### config.mk
export PLATFORM = sky130hd
export DESIGN_NAME = sr_latch_bank_flat
export DESIGN_NICKNAME = d
export VERILOG_FILES = /design/src/rtl/sr_latch_bank_if.sv /design/src/rtl/sr_latch_bank.sv /design/src/flat_wrapper.sv
export SDC_FILE = /design/constraint.sdc
export NUM_CORES = 1
export LEC_CHECK = 0
export CAP_MARGIN = 0
export CORE_ASPECT_RATIO = 0.9
export CORE_MARGIN = 1.5
export CORE_UTILIZATION = 41
export DETAILED_ROUTE_END_ITERATION = 7
export PLACE_DENSITY = 0.78
export SETUP_SLACK_MARGIN = 0.5
export SYNTH_ARGS = -nofsm -noshare
export SYNTH_HDL_FRONTEND = slang
export SYNTH_SLANG_ARGS = --single-unit
### constraint.sdc
create_clock -name clk -period 1.9 [get_ports clk]
set_clock_uncertainty 0.15 [all_clocks]
set_input_delay 0.38 -clock clk [delete_from_list [all_inputs] [get_ports clk]]
set_output_delay 0.38 -clock clk [all_outputs]
set_load 0.005 [all_outputs]
### src/rtl/sr_latch_bank_if.sv
// sr_latch_bank_if: request/status bundle for the SR flag bank.
// The master drives set/reset requests; the slave returns registered state and pulses.
interface sr_latch_bank_if #(
   parameter int N     = 8,
   parameter int CNT_W = 8
);
   logic             in_en;
   logic [N-1:0]     in_s;
   logic [N-1:0]     in_r;
   logic             in_clr_err;
   logic [N-1:0]     out_q;
   logic [N-1:0]     out_q_bar;
   logic [N-1:0]     out_rise;
   logic [N-1:0]     out_fall;
   logic             out_conflict;
   logic [CNT_W-1:0] out_conflict_cnt;
   modport master (
      output in_en, in_s, in_r, in_clr_err,
      input  out_q, out_q_bar, out_rise, out_fall, out_conflict, out_conflict_cnt
   );
   modport slave (
      input  in_en, in_s, in_r, in_clr_err,
      output out_q, out_q_bar, out_rise, out_fall, out_conflict, out_conflict_cnt
   );
endinterface

### src/rtl/sr_latch_bank.sv
// sr_latch_bank: N clocked SR cells with a shared enable, edge pulses and
// forbidden-input (S=R=1) monitoring through a sticky flag and saturating counter.
module sr_latch_bank #(
   parameter int           N       = 8,
   parameter int           MODE    = 0,
   parameter logic [N-1:0] RST_VAL = '0,
   parameter int           CNT_W   = 8
) (
   input logic         clk,
   input logic         reset,
   sr_latch_bank_if.slave bus
);
   logic [N-1:0]     both;
   logic [N-1:0]     mode_val;
   logic [N-1:0]     q_next;
   logic             conflict_cyc;
   logic [CNT_W-1:0] cnt_next;
   always_comb begin
      both         = bus.in_s & bus.in_r;
      mode_val     = MODE == 0 ? '0 : MODE == 1 ? '1 : MODE == 2 ? bus.out_q : ~bus.out_q;
      q_next       = bus.in_en ? (bus.in_s & ~bus.in_r) | (~bus.in_s & ~bus.in_r & bus.out_q) | (both & mode_val)
                               : bus.out_q;
      conflict_cyc = bus.in_en & |both;
      // a conflict in the same cycle as a clear restarts the count at one
      cnt_next     = conflict_cyc ? (bus.in_clr_err ? CNT_W'(1)
                                     : &bus.out_conflict_cnt ? bus.out_conflict_cnt
                                     : bus.out_conflict_cnt + CNT_W'(1))
                   : bus.in_clr_err ? '0 : bus.out_conflict_cnt;
   end
   always_ff @(posedge clk) begin
      if (reset) begin
         bus.out_q            <= RST_VAL;
         bus.out_q_bar        <= ~RST_VAL;
         bus.out_rise         <= '0;
         bus.out_fall         <= '0;
         bus.out_conflict     <= 1'b0;
         bus.out_conflict_cnt <= '0;
      end else begin
         bus.out_q            <= q_next;
         bus.out_q_bar        <= ~q_next;
         bus.out_rise         <= ~bus.out_q & q_next;
         bus.out_fall         <= bus.out_q & ~q_next;
         bus.out_conflict     <= conflict_cyc | (~bus.in_clr_err & bus.out_conflict);
         bus.out_conflict_cnt <= cnt_next;
      end
   end
endmodule
### src/flat_wrapper.sv
// flat-port wrapper written by rule: the top's interface ports become plain ports
module sr_latch_bank_flat 
#(
   parameter int           N       = 8,
   parameter int           MODE    = 0,
   parameter logic [N-1:0] RST_VAL = '0,
   parameter int           CNT_W   = 8
)
  (clk, reset, bus_in_en, bus_in_s, bus_in_r, bus_in_clr_err, bus_out_q, bus_out_q_bar, bus_out_rise, bus_out_fall, bus_out_conflict, bus_out_conflict_cnt);
  sr_latch_bank_if #(.N(N), .CNT_W(CNT_W)) bus_i ();
  input logic clk;
  input logic reset;
  input wire logic [$bits(bus_i.in_en)-1:0] bus_in_en;
  input wire logic [$bits(bus_i.in_s)-1:0] bus_in_s;
  input wire logic [$bits(bus_i.in_r)-1:0] bus_in_r;
  input wire logic [$bits(bus_i.in_clr_err)-1:0] bus_in_clr_err;
  output wire logic [$bits(bus_i.out_q)-1:0] bus_out_q;
  output wire logic [$bits(bus_i.out_q_bar)-1:0] bus_out_q_bar;
  output wire logic [$bits(bus_i.out_rise)-1:0] bus_out_rise;
  output wire logic [$bits(bus_i.out_fall)-1:0] bus_out_fall;
  output wire logic [$bits(bus_i.out_conflict)-1:0] bus_out_conflict;
  output wire logic [$bits(bus_i.out_conflict_cnt)-1:0] bus_out_conflict_cnt;
  assign bus_i.in_en = bus_in_en;
  assign bus_i.in_s = bus_in_s;
  assign bus_i.in_r = bus_in_r;
  assign bus_i.in_clr_err = bus_in_clr_err;
  assign bus_out_q = bus_i.out_q;
  assign bus_out_q_bar = bus_i.out_q_bar;
  assign bus_out_rise = bus_i.out_rise;
  assign bus_out_fall = bus_i.out_fall;
  assign bus_out_conflict = bus_i.out_conflict;
  assign bus_out_conflict_cnt = bus_i.out_conflict_cnt;
  sr_latch_bank #(.N(N), .MODE(MODE), .RST_VAL(RST_VAL), .CNT_W(CNT_W)) u_core (.clk(clk), .reset(reset), .bus(bus_i));
endmodule
# Word-level counts from Yosys, hierarchy flattened
# Index checks and enable logic that the tools add are counted.
# classes
reduce_logical	4
mul	0
n_lt_le_gt_ge	0
n_shift	0
mux	5
n_eq_ne	1
bitwise_logic	15
n_addsub	1
div_mod_pow	0
# ops
operator	count
$and A8 B8 Y8	6
$mux W8	5
$not A8 Y8	4
$add A8 B1 Y8 const B	1
$or A8 B8 Y8	1
$reduce_and A8 Y1	1
$reduce_or A8 Y1	1
$and A1 B1 Y1	2
$ne A2 B2 Y1 const B	1
$reduce_and A2 Y1	1
$reduce_bool A2 Y1	1
$not A1 Y1	1
$or A1 B1 Y1	1
# totals
latch_bits	0
input_bits	20
mem_bits_rw	0
romBits	0
elab_cells	32
mem_count	0
register_bits	41
output_inout_bits	41

# Depth between registers and ports, before layout
# Gate-level depths: netlist of run 1.
# depth
depth_word	7
mapped_depth	5
depth_no_buf	5

# Worst setup path before layout of run 1
# OpenSTA, ideal clock, no wires.
# synth_path
path_kind	input to register
start	input bus_in_s[6]
end	register u_core.bus.out_conflict_cnt[0]
arrival_time_ns	1.536
slack_ns	0.127
stages	4
setup_time_ns	0.087
t_required_ns	1.663
path_buffers	0
path_cell_list	a22o_1 > o41a_1 > a2111o_1 > o31ai_1
# synth_via
elab_chain_cells	5
word_cells_on_any_way	6
classes_between	1 x mux; 2 x bitwise; 3 x reduce/logical
# synth_lines
element	line	rtl
from (decl)	flat_wrapper.sv:14	input wire logic [$bits(bus_i.in_s)-1:0] bus_in_s;
$and A8 B8 Y8 *	sr_latch_bank.sv:19	both = bus.in_s & bus.in_r;
$reduce_or A8 Y1 *	sr_latch_bank.sv:23	conflict_cyc = bus.in_en & |both;
$and A1 B1 Y1 *	sr_latch_bank.sv:23	
$reduce_bool A2 Y1 (no source line)	n/a	
$reduce_and A2 Y1 (no source line)	n/a	
to (signal assigned)	sr_latch_bank.sv:44	bus.out_conflict_cnt <= cnt_next;
to (decl)	sr_latch_bank_if.sv:23	output out_q, out_q_bar, out_rise, out_fall, out_conflict, out_conflict_cnt
# Mark *: on every way between the ends. The rest lies on a longest branch, timed or not.
# A chain may end at the register's enable or synchronous reset.

# Final worst setup path of run 1
# layout_path
start	register u_core.bus.out_conflict_cnt[3]
end	register u_core.bus.out_conflict_cnt[5]
# layout_via
elab_chain_cells	4
word_cells_on_any_way	7
classes_between	1 x add/sub; 1 x eq/ne; 3 x mux; 2 x reduce/logical
# layout_lines
element	line	rtl
$add A8 B1 Y8	sr_latch_bank.sv:27	: bus.out_conflict_cnt + CNT_W'(1))
$mux W8	sr_latch_bank.sv:26	: &bus.out_conflict_cnt ? bus.out_conflict_cnt
$mux W8 (2 in series)	sr_latch_bank.sv:25	cnt_next = conflict_cyc ? (bus.in_clr_err ? CNT_W'(1)
# Parallel ways exist; a longest one is shown, timed or not. The select of a mux whose other input is x is not followed.

==> metrics.txt, run 1 <==
status=completed; Mapped Area=1406 um2; synth top area cells=dfxtp_1 58%, a21oi_1 5.3%, a211o_1 5.0%, and3_1 3.6%, inv_1 2.9%; die height=58.56 um; root buf cell=clkbuf_8; CTS sink count=41; Layout Utilization=0.8524; synthesized instance count=136; Post-DRT Antenna Nets=0; fraction of layout cells with a size suffix above 1=0.5020; Yosys warning total=0; DR WL met3=243 um; cts hold-fix bufs=0; Synth-to-Final Area Change=91.64%; leading area contributor after synthesis=dfxtp_1; Skew-Pair Late Insertion Delay=290 ps; clock transition at the registers of the reported paths=70 ps; via count=1519; DRC Markers=0; initial antenna violation count=0; CTS tree=built; Iteration-0 DRC Markers=113; VDD IR max=0.0007750 V; vias per std cell=5.220; number of distinct library cells after synthesis=30; row cnt=19; most frequent cell after synthesis=dfxtp_1; largest net degree at the start of global routing=19; Worst Path Max Fanout=8; worst min path class=in -> reg; predominant post-synthesis flop cell=dfxtp_1; Post-Route Setup TNS=0 ps; commonest cells in the netlist=41 x dfxtp_1, 15 x a21oi_1, 11 x inv_1, 11 x nor2_1; TritonRoute pass-1 iters=5; first-pass GRT wire length=6.513 mm; total track usage=0.2344; Antenna Cells=0; CP arrival=1710 ps; Top Layer Used=met4; Placer Congestion=0.7719; Avg Cell Area, Syn=10.34 um2; Fmax achieved=0.6122 GHz; Routed met2 length=2.661 mm; # IOs=61; starting density of the core=0.4448; max-cap violation count=0; share of flip-flops with an asynchronous set or reset=0; register bit total from synthesis=41; Floorplan Core Area=3162 um2; final period utilization=0.8598; met1 WL=1.950 mm; Routed WL=4.934 mm; Die ar.=3791 um2; Die X=64.74 um; DR WL/cell=16.96 um; GRT overflow=0; Max clock buf depth=2; Fin. Hold Viols=0; Tightest Pin Transition=360.0 ps; critical path class=reg -> reg; sequential element share of the synthesized area=0.5836; Synth top area share=0.5836; final net count=269; Final Critical Period=1634 ps; worst rel slew slack=0.7579; WP data required=1980 ps; CP Capture Type=flop; dpl hpwl=2.694 mm; Power per Cell Area=737.9 nW/um2; LEAKAGE=0.001263 uW; Startpoint Class=flop; cts bufs inserted=5; # setup viols final=0; CTS H-tree depth=2; number of global-route vias before repair=1368; post-synth net total=157; IO buf count=60; Max Slew Vio Count=0; RSZ-0062 raised after global routing=true; number of synthesized flops with an enable pin=0
-- through the flow --
stage | hold slack (ps) | setup slack [ps] | power, uW | std cells | cell area, um2
3_3_place_gp | 281.8 | -299.7 | 1156 | 251 | 2176
6_report | 269.7 | 266.5 | 1989 | 291 | 2695
2_1_floorplan | 285.8 | 183.6 | 1003 | 136 | 1416
4_1_cts | 252.9 | 249.1 | 1964 | 282 | 2530
5_1_grt | 272.5 | 201.0 | 2051 | 291 | 2695
3_5_place_dp | 292.1 | -347.8 | 1163 | 251 | 2176
-- registers in the layout, summed over array words and instances (netlist names) --
register	cells
u_core.bus.out_rise	8
u_core.bus.out_q	8
u_core.bus.out_conflict	1
u_core.bus.out_conflict_cnt	8
u_core.bus.out_q_bar	8
u_core.bus.out_fall	8
-- cell type report --
| type | instances | area (um2) |
|---|---|---|
| clock buffer | 5 | 68.82 |
| multi-input combinational | 79 | 656.9 |
| fill | 182 | 466.7 |
| tap | 42 | 52.55 |
| sequential | 41 | 859.6 |
| timing repair buffer | 110 | 950.9 |
| inverter | 11 | 41.29 |
| clock inverter | 3 | 65.06 |
-- placed cells by master, fill, tap and decap left out, types with 5 or more instances in the layout --
cell type / count
clkbuf_8: 5
nor2_1: 8
inv_1: 11
and3_1: 8
buf_4: 39
dfxtp_1: 18
buf_2: 11
clkdlybuf4s15_1: 23
dlygate4sd2_1: 14
a21oi_1: 11
dfxtp_2: 19
a211o_1: 8
buf_6: 17
-- per-layer routing --
metal / up-vias / track usage
met1: 731 / 0.2682
li1: 724 / -
met2: 54 / 0.4271
met5: - / 0
met4: 0 / 0.09119
met3: 10 / 0.05354
-- report_power, final --
| group | total (uW) | internal [uW] | switching [uW] |
|---|---|---|---|
| logic | 271 | 152 | 119 |
| clock network | 810 | 521 | 289 |
| registers | 907 | 892 | 15.0 |
| total | 1990 | 1570 | 423 |
-- repair_timing --
| item | 4_1_cts | 5_1_grt |
|---|---|---|
| gates cloned | 1 | 0 |
| pin swaps | 18 | 14 |
| setup buffers | 22 | 9 |
| resized for setup | 175 | 41 |
| setup endpoints to repair | 82 | 34 |
-- worst paths after layout --
path                                               start                                     endpoint  slack [ps]  cells past startpoint
min                                          bus_in_r[4]            u_core.bus.out_fall[4]$_SDFF_PP0_         270                      3
max          u_core.bus.out_conflict_cnt[3]$_SDFFE_PP0P_  u_core.bus.out_conflict_cnt[5]$_SDFFE_PP0P_         270                      6
min reg2reg           u_core.bus.out_conflict$_SDFF_PP0_           u_core.bus.out_conflict$_SDFF_PP0_         350                      2
max reg2reg  u_core.bus.out_conflict_cnt[3]$_SDFFE_PP0P_  u_core.bus.out_conflict_cnt[5]$_SDFFE_PP0P_         270                      6
-- worst max-delay path: stages, from the launching register on --
cell and delay, ps:
dfxtp_4 350, buf_6 110, nand4_1 120, buf_4 150, nor2_4 60, or4_1 490, a21oi_1 130
-- cell families after synthesis --
group                      share of synthesized area
DFF                                           0.5836
AOI/OAI and AO/OA                             0.2073
and+or+nand+nor                               0.1441
muxes                                       0.007118
buffers and inverters                        0.04893
adders and majority gates                   0.008895
Note: power is estimated with default switching activity, not from simulation.
==> inputs of run 2 (changes only) <==
SETUP_SLACK_MARGIN = 0.3   (was 0.5)
==> metrics.txt, run 2 (same netlist as run 1, synthesis figures left out) <==
status=completed; Antenna Cells=0 (unchanged); Floorplan Core Area=3162 um2 (unchanged); Crit-path slowest cell=or4_1; max incr delay on CP=510 ps (+20 ps); die height=58.56 um (unchanged); CP Capture Type=flop; Die ar.=3791 um2 (unchanged); root buf cell=clkbuf_8; Fmax achieved=0.6150 GHz (+0.46%); CP arrival=1710 ps (about the same); Fillers=234 (+29%); largest net degree at the start of global routing=19 (unchanged); initial antenna violation count=0 (unchanged); TritonRoute pass-1 iters=4 (-1); # IOs=61 (unchanged); Post-DRT Antenna Nets=0 (unchanged); Iteration-0 DRC Markers=68 (-40%); GRT overflow=0 (unchanged); first-pass GRT wire length=6.375 mm (-2.1%); Power per Cell Area=772.1 nW/um2 (+4.6%); Final Critical Period=1626 ps (-7.444 ps); DRC Markers=0 (unchanged); WP data required=1980 ps (about the same); final std cells w/o fill=277 (-4.8%); Layout Utilization=0.7653 (-0.08706); cts bufs inserted=5 (unchanged); CTS sink count=41 (unchanged); LEAKAGE=0.001211 uW (-4.1%); worst rel slew slack=0.7750 (+0.01703); fraction of layout cells with a size suffix above 1=0.3660 (-0.1361); critical path cell sequence=buf_4, nand4_1, nor2_2, or4_1, a21oi_1; Skew-Pair Late Insertion Delay=300 ps (about the same); Placer Congestion=0.7984 (+3.4%); most common cell after layout, fill and taps aside=dlygate4sd2_1; final net count=255 (-5.2%); row cnt=19 (unchanged); clock transition at the registers of the reported paths=80 ps (about the same); dpl hpwl=2.696 mm (+0.10%); CTS tree=built; FF/Latch Area=849.6 um2 (-1.2%); total track usage=0.2297 (-0.004722); via count=1418 (-6.6%); cts hold-fix bufs=0 (unchanged); cell area after layout=2420 um2 (-10%); Worst Path Max Fanout=9 (+1); max-cap violation count=0 (unchanged); CTS H-tree depth=2 (unchanged); most frequent cells in the layout=42 x dlygate4sd2_1, 33 x buf_4, 24 x dfxtp_1, 14 x a21oi_1, 14 x dfxtp_2; VDD IR max=0.0007297 V (-5.8%); Fin. Hold Viols=0 (unchanged); FF-to-FF setup slack=270 ps (about the same); RSZ-0062 raised after global routing=true; final period utilization=0.8558 (-0.003918); DR WL/cell=14.79 um (-13%); starting density of the core=0.4448 (unchanged); final hold slack=295.7 ps (+26.02 ps); IO buf count=60 (unchanged); number of global-route vias before repair=1340 (-2.0%); Max Slew Vio Count=0 (unchanged); buffer and inverter count on the worst path=1 (-1); vias per std cell=5.119 (-1.9%); Largest delay share family, worst path=simple AND/OR/NAND/NOR gates; Die X=64.74 um (unchanged); worst min path class=in -> reg; placed insts=252 (+0.40%); # setup viols final=0 (unchanged); Startpoint Class=flop; Routed WL=4.098 mm (-17%); Tightest Pin Transition=334.5 ps (-25.55 ps); Synth-to-Final Area Change=72.06%; Placed Area=2183 um2 (+0.34%); Max clock buf depth=2 (unchanged); multi-input logic area=571.8 um2 (-13%); critical path class=reg -> reg
==> run 2: cell types whose count changed in the layout (fill, tap and decap cells not counted), sizes merged <==
cell and delta:
dlygate4sd2 +28, buf -20, clkdlybuf4s15 -20, bufinv -1, clkbuf -1, clkdlybuf4s50 +1
clkinv -1, clkinvlp +1, dlymetal6s2s -1
==> run 2: worst paths after layout <==
check                                              start                                     endpoint  depth (start not counted)
max          u_core.bus.out_conflict_cnt[3]$_SDFFE_PP0P_  u_core.bus.out_conflict_cnt[5]$_SDFFE_PP0P_                          5
min                                          bus_in_r[1]            u_core.bus.out_fall[1]$_SDFF_PP0_                          3
max reg2reg  u_core.bus.out_conflict_cnt[3]$_SDFFE_PP0P_  u_core.bus.out_conflict_cnt[5]$_SDFFE_PP0P_                          5
min reg2reg           u_core.bus.out_conflict$_SDFF_PP0_           u_core.bus.out_conflict$_SDFF_PP0_                          2
==> run 2: power by group <==
part / leakage, uW / total, uW / internal [uW] / switching, uW
clock network: 0.0000574 / 725 / 427 / 298
registers: 0.000343 / 905 / 892 / 13.4
logic: 0.000811 / 239 / 133 / 105
total: 0.00121 / 1870 / 1450 / 417
==> run 2: tightest hold or removal path: cells and delay by family <==
kind	cells	cell delay, ps
buffers and inverters	2	200
AND/OR/NAND/NOR	1	130
==> run 2: layout make-up <==
| class | instances | area share |
|---|---|---|
| clock buffer | 6 | 0.03413 |
| tap | 42 | 0.02172 |
| clock inverter | 2 | 0.01551 |
| timing repair buffer | 96 | 0.3242 |
| multi-input combinational | 79 | 0.2363 |
| sequential | 41 | 0.3511 |
| inverter | 11 | 0.01706 |
==> run 2: layer usage <==
metal,wire [um],share of wire,track usage,up-vias
met2,2103,0.51,0.4035,51
met4,104,0.025,0.1155,0
met1,1658,0.40,0.2615,669
met3,232,0.057,0.05736,12
met5,0,0,0,-
li1,-,-,-,686
==> run 2: what timing repair did <==
item | CTS | global route
cloned | 1 | 0
pin swaps | 12 | 4
setup buffers | 16 | 0
setup endpoints to repair | 50 | 8
gates resized for setup | 129 | 6
==> run 2: stage by stage <==
stage / total power, uW / TNS [ps] / setup slack, ps
floorplan: 1003 / 0 / 183.6
global placement: 1158 / -2349 / -298.4
detailed placement: 1164 / -2583 / -327.5
CTS: 1870 / 0 / 243.4
global route: 1931 / 0 / 194.8
finish: 1868 / 0 / 273.9
==> inputs of run 3 (changes only) <==
CAP_MARGIN = default   (was 0)
CTS_CLUSTER_SIZE = 25   (was default)
clock period = 1.5 ns   (was 1.9 ns; I/O delays follow)
==> metrics.txt, run 3 (same netlist as run 1, synthesis figures left out) <==
WP data required=1570 ps (-410 ps); TritonRoute pass-1 iters=4 (unchanged); die height=58.56 um (unchanged); Crit-path slowest cell=or4_1; Synth-to-Final Area Change=77.14%; DR WL/cell=15.07 um (+1.9%); failing checks=setup timing; Floorplan Core Area=3162 um2 (unchanged); CP arrival=1680 ps (-30 ps); status=complete, but fails checks; Max clock buf depth=2 (unchanged); Routed WL=4.415 mm (+7.7%); CTS H-tree depth=2 (unchanged); clock transition at the registers of the reported paths=70 ps (about the same); critical path cell sequence=buf_6, nand4_1, nor2_2, or4_1, a21oi_1; starting density of the core=0.4448 (unchanged); most common cell after layout, fill and taps aside=buf_2; placed insts=263 (+4.4%); most frequent cells in the layout=44 x buf_2, 37 x buf_4, 27 x buf_6, 20 x dfxtp_2, 20 x dfxtp_1; final net count=271 (+6.3%); Post-DRT Antenna Nets=0 (unchanged); Die X=64.74 um (unchanged); hold_sp=bus_in_r[6]; max-cap violation count=0 (unchanged); r2r endpoint=u_core.bus.out_conflict_cnt[4]$_SDFFE_PP0P_; Fin. Hold Viols=0 (unchanged); Fmax achieved=0.6181 GHz (+0.51%); CTS sink count=41 (unchanged); worst flop-to-flop path startpoint=u_core.bus.out_conflict_cnt[4]$_SDFFE_PP0P_; Startpoint Class=flop; LEAKAGE=0.001229 uW (+1.5%); final std cells w/o fill=293 (+5.8%); cts hold-fix bufs=0 (unchanged); largest net degree at the start of global routing=19 (unchanged); CP Capture Type=flop; VDD IR max=0.0006992 V (-4.2%); DRC Markers=0 (unchanged); IO buf count=60 (unchanged); end of the worst hold path=u_core.bus.out_fall[6]$_SDFF_PP0_; cts bufs inserted=5 (unchanged); Tightest Pin Transition=355.4 ps (+20.92 ps); via count=1524 (+7.5%); # IOs=61 (unchanged); Final Critical Period=1618 ps (-8.282 ps); Max Slew Vio Count=0 (unchanged); GRT overflow=0 (unchanged); final period utilization=1.079 (+0.2227); root buf cell=clkbuf_8; # setup viols final=5 (+5); total track usage=0.2432 (+0.01349); FF-to-FF setup slack=-120 ps (-390 ps); worst setup margin=-117.8 ps (-391.7 ps); max incr delay on CP=540 ps (+30 ps); Place WS=-659.9 ps (-332.4 ps); Iteration-0 DRC Markers=115 (+69%); dpl hpwl=2.860 mm (+6.1%); vias per std cell=5.201 (+1.6%); R2R cell count=5 (unchanged); initial antenna violation count=0 (unchanged); row cnt=19 (unchanged); CTS tree=built; Power per Cell Area=863.6 nW/um2 (+12%); worst rel slew slack=0.7609 (-0.01408); worst min path class=in -> reg; number of global-route vias before repair=1494 (+11%); Skew-Pair Late Insertion Delay=290 ps (about the same); Hold Crit Depth=2 (-1); Die ar.=3791 um2 (unchanged); RSZ-0062 raised after global routing=true; Placer Congestion=0.7424 (-7.0%); fraction of layout cells with a size suffix above 1=0.6175 (+0.2516); Antenna Cells=0 (unchanged); Worst Path Max Fanout=7 (-2); critical path class=reg -> reg; first-pass GRT wire length=6.982 mm (+9.5%)
-- run 3: layer usage --
layer	part of all wire	GRT usage	routed length (um)
met1	0.41	0.2781	1821
met2	0.52	0.4374	2302
met3	0.051	0.05354	226
met4	0.015	0.1094	65
met5	0	0	0
-- run 3: timing repair --
item                                    CTS  global route
gates resized for setup                 283            13
setup buffers                            15             6
endpoints found under the setup margin   82            33
cloned                                    1             0
pin swaps                                15             1
-- run 3: per-stage QoR --
step           hold WS, ps  TNS, ps  total power, uW  area, um2  utilization
2_1_floorplan        285.8   -539.2             1274       1429            -
3_3_place_gp         282.4   -11720             1469       2270       0.7178
3_5_place_dp         293.9   -12850             1478       2270       0.7178
4_1_cts              88.40   -174.7             2143       2395       0.7574
5_1_grt              92.47   -930.7             2249       2491       0.7879
6_report             102.1   -472.2             2151       2491       0.7879
-- run 3: worst max path at each step --
stage | start | to | slack, ps | cells past startpoint
after floorplan | bus_in_s[2] | u_core.bus.out_conflict_cnt[0]$_SDFFE_PP0P_ | -140 | 4
after global routing | u_core.bus.out_conflict_cnt[4]$_SDFFE_PP0P_ | u_core.bus.out_conflict_cnt[4]$_SDFFE_PP0P_ | -180 | 5
after CTS | u_core.bus.out_conflict_cnt[4]$_SDFFE_PP0P_ | u_core.bus.out_conflict_cnt[3]$_SDFFE_PP0P_ | -50 | 5
after detailed placement | bus_in_s[2] | u_core.bus.out_conflict_cnt[0]$_SDFFE_PP0P_ | -660 | 5
after global placement | bus_in_s[6] | u_core.bus.out_conflict_cnt[6]$_SDFFE_PP0P_ | -610 | 6
final | u_core.bus.out_conflict_cnt[4]$_SDFFE_PP0P_ | u_core.bus.out_conflict_cnt[4]$_SDFFE_PP0P_ | -120 | 5
-- run 3: cell type report --
class / count / area [um2]
clock buffers: 8 / 80.08
inverters: 11 / 41.29
flip-flops and latches: 41 / 849.6
multi-input cells: 79 / 621.8
well taps: 42 / 52.55
repair buffers: 112 / 845.8
fillers: 192 / 670.6
-- run 3: worst max-delay path, delay by kind of cell (launching register included) --
kind | cells | cell delay (ps)
AO/OA/AOI/OAI | 1 | 140
buffers and inverters | 1 | 110
flip-flops | 1 | 330
AND/OR/NAND/NOR | 3 | 830
-- run 3: where the power goes --
| part | total [uW] | internal [uW] | switching (uW) |
|---|---|---|---|
| sequential | 1150 | 1130 | 18.2 |
| combinational | 334 | 189 | 145 |
| clock | 664 | 330 | 334 |
| total | 2150 | 1650 | 498 |
